===== config.mk =====
export PLATFORM = sky130hd
export DESIGN_NAME = alu_operand_sequencer
export DESIGN_NICKNAME = d
export VERILOG_FILES = /design/src/rtl/alu_operand_sequencer.sv
export SDC_FILE = /design/constraint.sdc
export NUM_CORES = 1
export LEC_CHECK = 0
export CAP_MARGIN = 0
export CORE_MARGIN = 10
export CORE_UTILIZATION = 54
export DETAILED_ROUTE_END_ITERATION = 7
export PLACE_DENSITY = 0.84
export SYNTH_ARGS = -nofsm -noshare
export SYNTH_HDL_FRONTEND = slang
export SYNTH_SLANG_ARGS = --single-unit

===== constraint.sdc =====
create_clock -name CLK -period 5.9 [get_ports CLK]
set_input_delay 1.18 -clock CLK [delete_from_list [all_inputs] [get_ports CLK]]
set_output_delay 1.18 -clock CLK [all_outputs]
set_load 0.1 [all_outputs]

===== src/rtl/alu_operand_sequencer.sv =====
// Byte-level sequencer between a UART RX/TX pair and a combinational ALU:
// gathers operand A, operand B and opcode, then ships the ALU result back out.
module alu_operand_sequencer #(
    parameter int SIZEDATA = 8,
    parameter int SIZEOP   = 6,
    parameter int TIMEOUT  = 1000000
) (
    input  logic                CLK,
    input  logic                RESET_N,
    input  logic                RX_DONE,
    input  logic [SIZEDATA-1:0] RX_DATA,
    input  logic [SIZEDATA-1:0] ALU_RESULT,
    input  logic                TX_DONE,
    output logic [SIZEDATA-1:0] DATOA,
    output logic [SIZEDATA-1:0] DATOB,
    output logic [SIZEOP-1:0]   OPCODE,
    output logic [SIZEDATA-1:0] TX_DATA,
    output logic                TX_START,
    output logic                BUSY,
    output logic [2:0]          DBG_STATE
);

    localparam logic [2:0] WAIT_A  = 3'd0;
    localparam logic [2:0] WAIT_B  = 3'd1;
    localparam logic [2:0] WAIT_OP = 3'd2;
    localparam logic [2:0] CALC    = 3'd3;
    localparam logic [2:0] WAIT_TX = 3'd4;

    localparam int CNTW = $clog2(TIMEOUT) + 1;
    localparam logic [CNTW-1:0] CNT_LAST = CNTW'(TIMEOUT - 1);
    localparam logic [CNTW-1:0] CNT_ONE  = CNTW'(1);

    logic [2:0]      state;
    logic [CNTW-1:0] cnt;

    assign BUSY      = (state == CALC) || (state == WAIT_TX);
    assign DBG_STATE = state;

    // TX handshake: TX_START is a one-cycle request; TX_DONE completes it, but
    // only once the request cycle has passed (a TX_DONE seen with TX_START high
    // belongs to an earlier byte and is ignored).
    always_ff @(posedge CLK or negedge RESET_N) begin
        if (!RESET_N) begin
            state    <= WAIT_A;
            cnt      <= '0;
            DATOA    <= '0;
            DATOB    <= '0;
            OPCODE   <= '0;
            TX_DATA  <= '0;
            TX_START <= 1'b0;
        end else begin
            TX_START <= 1'b0;
            case (state)
                WAIT_A: begin
                    if (RX_DONE) begin
                        DATOA <= RX_DATA;
                        cnt   <= '0;
                        state <= WAIT_B;
                    end
                end
                WAIT_B: begin
                    if (RX_DONE) begin
                        DATOB <= RX_DATA;
                        cnt   <= '0;
                        state <= WAIT_OP;
                    end else if (cnt == CNT_LAST) begin
                        cnt   <= '0;
                        state <= WAIT_A;
                    end else begin
                        cnt <= cnt + CNT_ONE;
                    end
                end
                WAIT_OP: begin
                    // A byte in the expiry cycle takes priority over the timeout.
                    if (RX_DONE) begin
                        OPCODE <= RX_DATA[SIZEOP-1:0];
                        cnt    <= '0;
                        state  <= CALC;
                    end else if (cnt == CNT_LAST) begin
                        cnt   <= '0;
                        state <= WAIT_A;
                    end else begin
                        cnt <= cnt + CNT_ONE;
                    end
                end
                CALC: begin
                    TX_DATA  <= ALU_RESULT;
                    TX_START <= 1'b1;
                    state    <= WAIT_TX;
                end
                WAIT_TX: begin
                    if (TX_DONE && !TX_START) begin
                        state <= WAIT_A;
                    end
                end
                default: begin
                    state <= WAIT_A;
                end
            endcase
        end
    end

endmodule


Word level (Yosys, flattened, before mapping)
Cells that the tools add are included. Widths: inputs -> output; s select.

Register bits: 55. Input bits: 20. Output and inout bits: 35.

$add $sub $neg: 1. Equality and inequality tests: 7. Mux-type cells: 11. Reduce and logical (&&, ||, !) cells: 11.

Operators by type and width (count): $mux 21 (3); $pmux 21 s2 (1); $add 21x1->21 const B (1); $eq 21x20->1 const B (1); $mux 3 (5); $pmux 3 s5 (1); $reduce_and 2->1 (5); $eq 3x2->1 const B (2); $eq 3x1->1 const B (1); $eq 3x3->1 const B (1); $logic_not 3->1 (1); $ne 2x1->1 const B (1); $ne 2x2->1 const B (1); $reduce_bool 2->1 (1); $reduce_or 2->1 (1); $logic_and 1x1->1 (1); $logic_not 1->1 (1); $logic_or 1x1->1 (1); $mux 1 (1).

Logic depth before layout (Yosys ltp)
Gate-level depths: netlist of run 1.

Depth after elaboration: 4. Gate-level depth with buffers: 8.

Least setup slack after synthesis of run 1
OpenSTA, ideal clock, no wires.

Kind: reg2out. Start point: register state[1], in the netlist DBG_STATE[1]. End point: output port BUSY. Data arrival time: 2159 ps. Required time: 4720 ps. Setup slack: 2561 ps. Stages on the path, launching flop included: 5. Path buffers: 2. Cells stage by stage: dfrtp_1 > buf_4 > nand3b_1 > clkbuf_1 > nand2_1.

Longest elaborated chain between the ends: 2. Elaborated cells between the ends (all ways): 3. Classes of those cells: 2 x eq/ne; 1 x reduce/logical.

Ends and longest elaborated chain: start: declaration (line 33) `logic [2:0] state;`; start signal: assignment (line 44) `state <= WAIT_A;`; start signal: assignment (line 58) `state <= WAIT_B;`; start signal: assignment (line 65) `state <= WAIT_OP;`; $eq 3x2->1 / $eq 3x3->1 (equally long branches) (line 36) `assign BUSY = (state == CALC) || (state == WAIT_TX);`; $logic_or 1x1->1 (*) (line 36); end: declaration (line 19) `output logic BUSY,`.

Every way passes the cells marked *; elsewhere a longest branch is shown, timed or not.

Worst setup path after layout of run 1
Start point: register state[0], in the netlist DBG_STATE[0]. End point: output port BUSY.

Same word-level chain as after synthesis.

==> metrics, run 1 <==
syn_nets=approximately 260; Routed WL=5880 um; top_reg_cell synth=dfrtp_1; total negative slack=0 ns; EDFF count, synth=0; Critical Path, Cell by Cell=nand3b_1, nand2_1, clkdlybuf4s50_1; initial DRC count=180; vias in the first global route=around 1900; Setup Crit Path Kind=reg2out; slowest stage delay, CP=~1.2 ns; CTS Buf Count=5; FF+latch area=0.00138 mm2; FF-to-FF Start=DBG_STATE[0]; first-pass GRT wire length=9580 um; hold-fix buffers at CTS=0; Critical Path Start=DBG_STATE[0]; f_max=267 MHz; Rows=24; Sink Count=55; cell count after synthesis=235; # diodes=0; Syn. warnings=0; filler instances=341; routability congestion estimate=0.794; Worst-Margin Slew=1.28 ns; CTS tree=done; Die H=88.7 um; unrepaired setup endpoints after global routing=false; via/cell ratio=5.75; max_slew headroom=between 10% and 20%; status=completed; layout cells sized above 1=13.7%; Final Critical Period=3.74 ns; WP data arrival=between 2 and 3 ns; commonest non-fill, non-tap cells in the layout=55 x dfrtp_1, 53 x clkdlybuf4s50_1, 38 x nand2_1, 22 x mux2_2, 16 x a21oi_1; H-tree depth=2; Initial Util=a little under three fifths; pin count of the biggest net entering global routing=56; Distinct cells, synth=42; grt ovf=0; register area share after synthesis=54.1%; Worst-path clk slew=0.09 ns; Clock Tree Root=clkbuf_8; most common cell after layout, fill and taps aside=dfrtp_1; clock latency on the worst-skew pair=0.30 ns; DP HPWL=4260 um; FF+latch count, synth=55; CP Capture Type=output pin; Final Util=71.6%; initial antenna violation count=0; area of the multi-input gates=0.00109 mm2; Final setup viols=0; number of post-CTS setup repair buffers=0; drt wl/cell=around 17 um; slowest stage cell, crit path=clkdlybuf4s50_1; floorplan core area=0.00444 mm2; die area=0.00786 mm2; Layout Nets=approximately 310; CP Launch Type=flop; period utilisation layout=63.4%; ys async rst share=100%; Worst Skew=0.00860 ns; final hold vios=0; Crit Path Max Fanout=11; pins over their slew limit=0; Max Cap Viol=0; Synth Cell Area=~0.0025 mm2; residual DRC count=0; area grow syn2layout=25.1%; Clock Path Buffers=2; Worst EP required=4.72 ns; Worst Min Path Start=TX_DATA[6]; Final ANT Viol Nets=0; via count=1971; Total GRT Usage=15.3%; Min-Delay Path Class=reg2reg; die width=88.7 um; IO Port Bufs=between 50 and 60; tightest hold margin=roughly 0.49 ns; Pre-Repair DR Iteration Count=4; Avg Inst Size Synth=10.8 um2; I/O pins=55; Resize count post-CTS=0
[worst max-delay path, delay by kind of cell, from the launching register on]
kind	cells	cell delay (ns)
buffers and inverters	1	1.15
DFF	1	0.57
and+or+nand+nor	2	0.55
[cell usage after synthesis, types with 2 or more instances]
library cell   n  area, um2
nor3_2         2       20.0
or3_1          2       12.5
and3_1         2       12.5
nor3_1         3       15.0
dfrtp_1       55       1380
nand2b_1       5       31.3
nor2_1        10       37.5
clkbuf_1       2       7.51
a22oi_1        2       15.0
mux2_2        22        248
a22o_1         3       26.3
o31ai_1        3       22.5
a21o_1         4       30.0
nand4_1        5       31.3
a21oi_1       16       80.1
nand3_1        8       40.0
o21ai_0        9       45.0
buf_2          2       10.0
a31oi_1       13       81.3
buf_6          3       33.8
a41oi_1        3       26.3
inv_1          4       15.0
nand2_1       38        143
[layout make-up]
class                   count  area share [%]
inverters                   5           0.590
multi-input cells         167            34.3
well taps                  52            2.04
flip-flops and latches     55            43.2
repair buffers             56            17.3
clock inverters             1           0.157
clock buffers               7            2.40
[cell families after synthesis]
logic type,share of synthesized area [%]
AO/OA/AOI/OAI,13.5
XOR/XNOR,0.344
adder cells (fa/ha/maj),0.492
buffers and inverters,3.05
flip-flops,54.1
multiplexers,9.73
AND/OR/NAND/NOR,18.8
[per-layer routing]
| metal | up-vias | routed length, um | GRT usage, % |
|---|---|---|---|
| met5 | - | 0 | 0 |
| met4 | 0 | 41 | 4.85 |
| met2 | 62 | 2930 | 24.7 |
| met1 | 939 | 2530 | 19.3 |
| met3 | 2 | 373 | 4.50 |
| li1 | 968 | - | - |
[sequential cells by signal (all words and copies together) (netlist names)]
signal	cells
OPCODE	6
DBG_STATE	3
TX_START	1
DATOB	8
TX_DATA	8
DATOA	8
cnt	21
[worst paths after layout]
| kind | to | cells after the start | slack [ns] |
|---|---|---|---|
| worst max-delay path | BUSY | 3 | 2.16 |
| worst min-delay path | TX_DATA[6] | 2 | 0.49 |
| worst max register to register | cnt[13] | 5 | 3.38 |
| worst min register to register | TX_DATA[6] | 2 | 0.49 |
| max in group asynchronous | OPCODE[0] | 2 | 4.45 |
| min in group asynchronous | cnt[15] | 2 | 0.99 |
[through the flow]
| stage | cell area, um2 | setup WS [ns] | instances |
|---|---|---|---|
| floorplan | 2540 | 2.56 | 235 |
| global placement | 3100 | 2.44 | 335 |
| detailed placement | 3100 | 2.36 | 335 |
| CTS | 3180 | 2.13 | 343 |
| global route | 3180 | 2.04 | 343 |
| finish | 3180 | 2.16 | 343 |
Power of run 1 is left out: the tool's default activity adds up to more than one toggle a clock period on the data nets, which glitch-free logic cannot reach.
==> inputs of run 2 (changes only) <==
--- a/config.mk
+++ b/config.mk
@@ -7,9 +7,9 @@
 export LEC_CHECK = 0
 export CAP_MARGIN = 0
 export CORE_MARGIN = 10
-export CORE_UTILIZATION = 54
+export CORE_UTILIZATION = 50
 export DETAILED_ROUTE_END_ITERATION = 7
-export PLACE_DENSITY = 0.84
+export PLACE_DENSITY = 0.79
 export SYNTH_ARGS = -nofsm -noshare
 export SYNTH_HDL_FRONTEND = slang
 export SYNTH_SLANG_ARGS = --single-unit
==> constraint.sdc (replaced) <==
create_clock -name CLK -period 3.5 [get_ports CLK]
set_input_delay 0.7 -clock CLK [delete_from_list [all_inputs] [get_ports CLK]]
set_output_delay 0.7 -clock CLK [all_outputs]
set_load 0.1 [all_outputs]
==> run 2 against run 1 <==
Net effect:
- first-iteration DRC count down 42%
- setup slack worse by 1.2 ns
- global-route usage down 0.92 points
- critical path depth down 2
- cell count up 5.0%
- hold slack worse by 0.0051 ns
- non-clock buffer count up 2
- die area up 6.2%
- sequential cell count unchanged
==> metrics, run 2 (same netlist as run 1, synthesis figures left out) <==
drt wl/cell=16.6 um (-3.1%); Setup Crit Path Kind=reg2out; layout cells sized above 1=16.4% (+2.6 points); WP data arrival=1.84 ns (-0.72 ns); filler instances=401 (+18%); DP HPWL=4260 um (about the same); slowest stage delay, CP=1.17 ns (+0.02 ns); Resize count post-CTS=0 (unchanged); status=completed; Worst Skew=0.00614 ns (-0.00246 ns); die area=0.00834 mm2 (+6.2%); Largest delay share family, worst path=buffers and inverters; vias in the first global route=1934 (-0.31%); Worst-path clk slew=0.10 ns (about the same); Top reg by flops=cnt; commonest non-fill, non-tap cells in the layout=55 x dfrtp_1, 48 x clkdlybuf4s50_1, 38 x nand2_1, 22 x mux2_2, 16 x a21oi_1; slowest stage cell, crit path=clkdlybuf4s50_1; Min-Delay Path Class=reg2reg; final hold vios=0 (unchanged); H-tree depth=2 (unchanged); Final setup viols=0 (unchanged); most common cell after layout, fill and taps aside=dfrtp_1; CP Launch Type=flop; Clock Tree Root=clkbuf_8; Layout Nets=313 (+0.64%); via/cell ratio=5.54 (-3.5%); floorplan core area=0.00482 mm2 (+8.4%); via count=1996 (+1.3%); Total GRT Usage=14.4% (-0.92 points); Pre-Repair DR Iteration Count=4 (unchanged); pin count of the biggest net entering global routing=47 (-16%); Worst-Margin Slew=1.01 ns (-0.264 ns); area grow syn2layout=27.9%; I/O pins=55 (unchanged); grt ovf=0 (unchanged); CTS Buf Count=5 (unchanged); f_max=393 MHz; residual DRC count=0 (unchanged); hold-fix buffers at CTS=0 (unchanged); Die H=91.3 um (+3.0%); Final Critical Period=2.54 ns; total negative slack=0 ns (unchanged); routability congestion estimate=0.784 (-1.3%); Initial Util=52.8% (-4.4 points); Clock Path Buffers=2 (unchanged); Bufs and invs on worst path=1 (unchanged); period utilisation layout=72.7%; Crit Path Max Fanout=2 (-9); Worst EP required=2.80 ns (-1.92 ns); initial DRC count=105 (-42%); Routed WL=5980 um (+1.7%); max_slew headroom=32.3% (+17 points); unrepaired setup endpoints after global routing=false; Sink Count=55 (unchanged); Final ANT Viol Nets=0 (unchanged); die width=91.3 um (+3.0%); Max Cap Viol=0 (unchanged); pins over their slew limit=0 (unchanged); max reg flops=21 (unchanged); IO Port Bufs=54 (unchanged); CP Capture Type=output pin; first-pass GRT wire length=9960 um (+4.0%); initial antenna violation count=0 (unchanged); number of post-CTS setup repair buffers=0 (unchanged); Rows=25 (+4.2%); # diodes=0 (unchanged); Critical Path, Cell by Cell=clkdlybuf4s50_1; CTS tree=done; clock latency on the worst-skew pair=0.31 ns (about the same)
-- run 2: cell count changes in the layout (fill, tap and decap cells not counted) --
cell,change
buf_4,+7
clkdlybuf4s50_1,-5
bufinv_16,+2
clkbuf_1,-1
clkinv_2,-1
-- run 2: worst paths after layout --
path                             from         end  slack [ns]  cells after the start
max in group asynchronous     RESET_N    DATOA[2]        2.22                      2
hold / removal             TX_DATA[1]  TX_DATA[1]        0.48                      2
setup reg to reg              cnt[15]     cnt[12]        1.31                      5
min in group asynchronous     RESET_N     cnt[14]        0.55                      1
hold reg to reg            TX_DATA[1]  TX_DATA[1]        0.48                      2
setup / recovery             DATOB[5]    DATOB[5]        0.96                      1
-- run 2: through the flow --
stage                     cell area, um2  setup slack (ns)  util, %  std cells  hold slack, ns
after floorplan                     2540             0.641        -        235           0.404
after global placement              3120             0.939     64.8        352           0.457
after detailed placement            3120             0.882     64.8        352           0.461
after CTS                           3260             0.940     67.6        360           0.486
after global routing                3260             0.789     67.6        360           0.522
final                               3260             0.956     67.6        360           0.481
-- run 2: area by class of cell --
class | count | area, um2 | share of cell area [%]
Multi-Input combinational cell | 167 | 1090 | 33.5
Clock buffer | 6 | 72.6 | 2.23
Inverter | 5 | 18.8 | 0.576
Sequential cell | 55 | 1380 | 42.3
Tap cell | 67 | 83.8 | 2.57
Clock inverter | 2 | 60.1 | 1.84
Timing Repair Buffer | 58 | 553 | 17.0
-- run 2: worst min-delay path: stages, from the launching register on --
cell     delay (ns)
dfrtp_1        0.35
nand2_1        0.05
nand2_1        0.05
-- run 2: metal layers --
layer / track usage, % / vias to the layer above / share of wire [%]
li1: - / 969 / -
met1: 17.5 / 959 / 42
met2: 24.0 / 58 / 51
met3: 3.70 / 10 / 5.5
met4: 5.35 / 0 / 1.7
met5: 0 / - / 0
Power of run 2 is left out for the same reason.
==> inputs of run 3 (changes only) <==
==> constraint.sdc (replaced) <==
create_clock -name CLK -period 2.5 [get_ports CLK]
set_input_delay 0.5 -clock CLK [delete_from_list [all_inputs] [get_ports CLK]]
set_output_delay 0.5 -clock CLK [all_outputs]
set_load 0.1 [all_outputs]
==> run 3 against run 2 <==
Net effect:
- design area unchanged
- sequential cell count unchanged
- clock skew increased by 0.0035 ns
- die area unchanged
- via count increased by 1.2%
- hold slack got worse by 0.25 ns
- first-iteration DRC count decreased by 11%
- cell count increased by 2.5%
- clock-buffer cell count decreased by 1
- sequential share of layout area unchanged
- global-route usage decreased by 0.26 points
- highest routed layer unchanged
==> metrics, run 3 (same netlist as run 1, synthesis figures left out) <==
Clock Tree Root=clkbuf_8; area grow syn2layout=27.9% (unchanged); Critical Path, Cell by Cell=or4_4, nor4_4, a21oi_2, buf_12, a21o_1, a22o_1; via/cell ratio=5.47 (-1.3%); period utilisation layout=83.7%; max reg flops=21 (unchanged); final hold vios=0 (unchanged); number of post-CTS setup repair buffers=0 (unchanged); pins over their slew limit=0 (unchanged); Bufs and invs on worst path=1 (unchanged); commonest non-fill, non-tap cells in the layout=55 x dfrtp_1, 46 x buf_4, 37 x nand2_1, 22 x mux2_2, 18 x clkdlybuf4s50_1; status=completed; slowest stage cell, crit path=or4_4; die width=91.3 um (unchanged); vias in the first global route=1917 (-0.88%); Top reg by flops=cnt; grt ovf=0 (unchanged); via count=2019 (+1.2%); # diodes=0 (unchanged); Final setup viols=0 (unchanged); CTS tree=done; most common cell after layout, fill and taps aside=dfrtp_1; routability congestion estimate=0.779 (-0.70%); WP data arrival=2.29 ns (+0.45 ns); die area=0.00834 mm2 (unchanged); Final Critical Period=2.09 ns; CP Launch Type=flop; Pre-Repair DR Iteration Count=4 (unchanged); total negative slack=0 ns (unchanged); Clock Path Buffers=2 (unchanged); Initial Util=52.8% (unchanged); Resize count post-CTS=0 (unchanged); Sink Count=55 (unchanged); I/O pins=55 (unchanged); first-pass GRT wire length=9810 um (-1.5%); initial DRC count=93 (-11%); slowest stage delay, CP=0.57 ns (-0.60 ns); floorplan core area=0.00482 mm2 (unchanged); hold-fix buffers at CTS=0 (unchanged); CP Capture Type=flop; Crit Path Max Fanout=32 (+30); drt wl/cell=15.7 um (-5.6%); max_slew headroom=50.5% (+18 points); Setup Crit Path Kind=reg2reg; CTS Buf Count=5 (unchanged); clock latency on the worst-skew pair=0.31 ns (about the same); Final Util=67.6% (unchanged); Routed WL=5790 um (-3.2%); Min-Delay Path Class=in2async; layout cells sized above 1=29.5% (+13 points); Die H=91.3 um (unchanged); IO Port Bufs=54 (unchanged); initial antenna violation count=0 (unchanged); Worst-Margin Slew=0.742 ns (-0.270 ns); DP HPWL=4260 um (about the same); Worst-path clk slew=0.10 ns (about the same); unrepaired setup endpoints after global routing=false; Layout Nets=322 (+2.9%); filler instances=398 (-0.75%); pin count of the biggest net entering global routing=34 (-28%); Largest delay share family, worst path=simple AND/OR/NAND/NOR gates; Total GRT Usage=14.1% (-0.26 points); Worst Skew=0.00962 ns (+0.00348 ns); Worst EP required=2.70 ns (-0.10 ns); f_max=478 MHz; H-tree depth=2 (unchanged); Max Cap Viol=0 (unchanged); Rows=25 (unchanged); residual DRC count=0 (unchanged); Final ANT Viol Nets=0 (unchanged)
[run 3: area by class of cell]
cell class	instances	area (um2)	share of cell area (%)
timing repair buffer	67	571	17.5
multi-input combinational	167	1090	33.6
tap	67	83.8	2.57
inverter	5	18.8	0.576
clock inverter	3	43.8	1.35
sequential	55	1380	42.3
clock buffer	5	68.8	2.11
[run 3: layer usage]
layer,part of all wire [%],GRT usage [%],vias to the layer above,wire (um)
met5,0,0,-,0
met4,1.1,4.05,0,63
met3,5.3,4.20,4,304
li1,-,-,991,-
met1,45,18.8,973,2580
met2,49,21.8,51,2830
[run 3: metrics by stage]
step / hold WS, ns / setup WS [ns] / instances / area [um2]
2_1_floorplan: 0.204 / 0.00579 / 235 / 2550
3_3_place_gp: 0.461 / 0.331 / 361 / 3140
3_5_place_dp: 0.464 / 0.310 / 361 / 3140
4_1_cts: 0.266 / 0.399 / 369 / 3260
5_1_grt: 0.300 / 0.323 / 369 / 3260
6_report: 0.236 / 0.407 / 369 / 3260
[run 3: final timing paths]
check | end | cells past startpoint | from | slack, ns
min in group CLK | TX_DATA[4] | 2 | TX_DATA[4] | 0.49
min reg2reg | TX_DATA[4] | 2 | TX_DATA[4] | 0.49
max | cnt[4] | 6 | cnt[15] | 0.41
min | cnt[16] | 1 | RESET_N | 0.24
max reg2reg | cnt[4] | 6 | cnt[15] | 0.41
max in group asynchronous | DATOA[1] | 2 | RESET_N | 1.60
Power of run 3 is left out for the same reason.
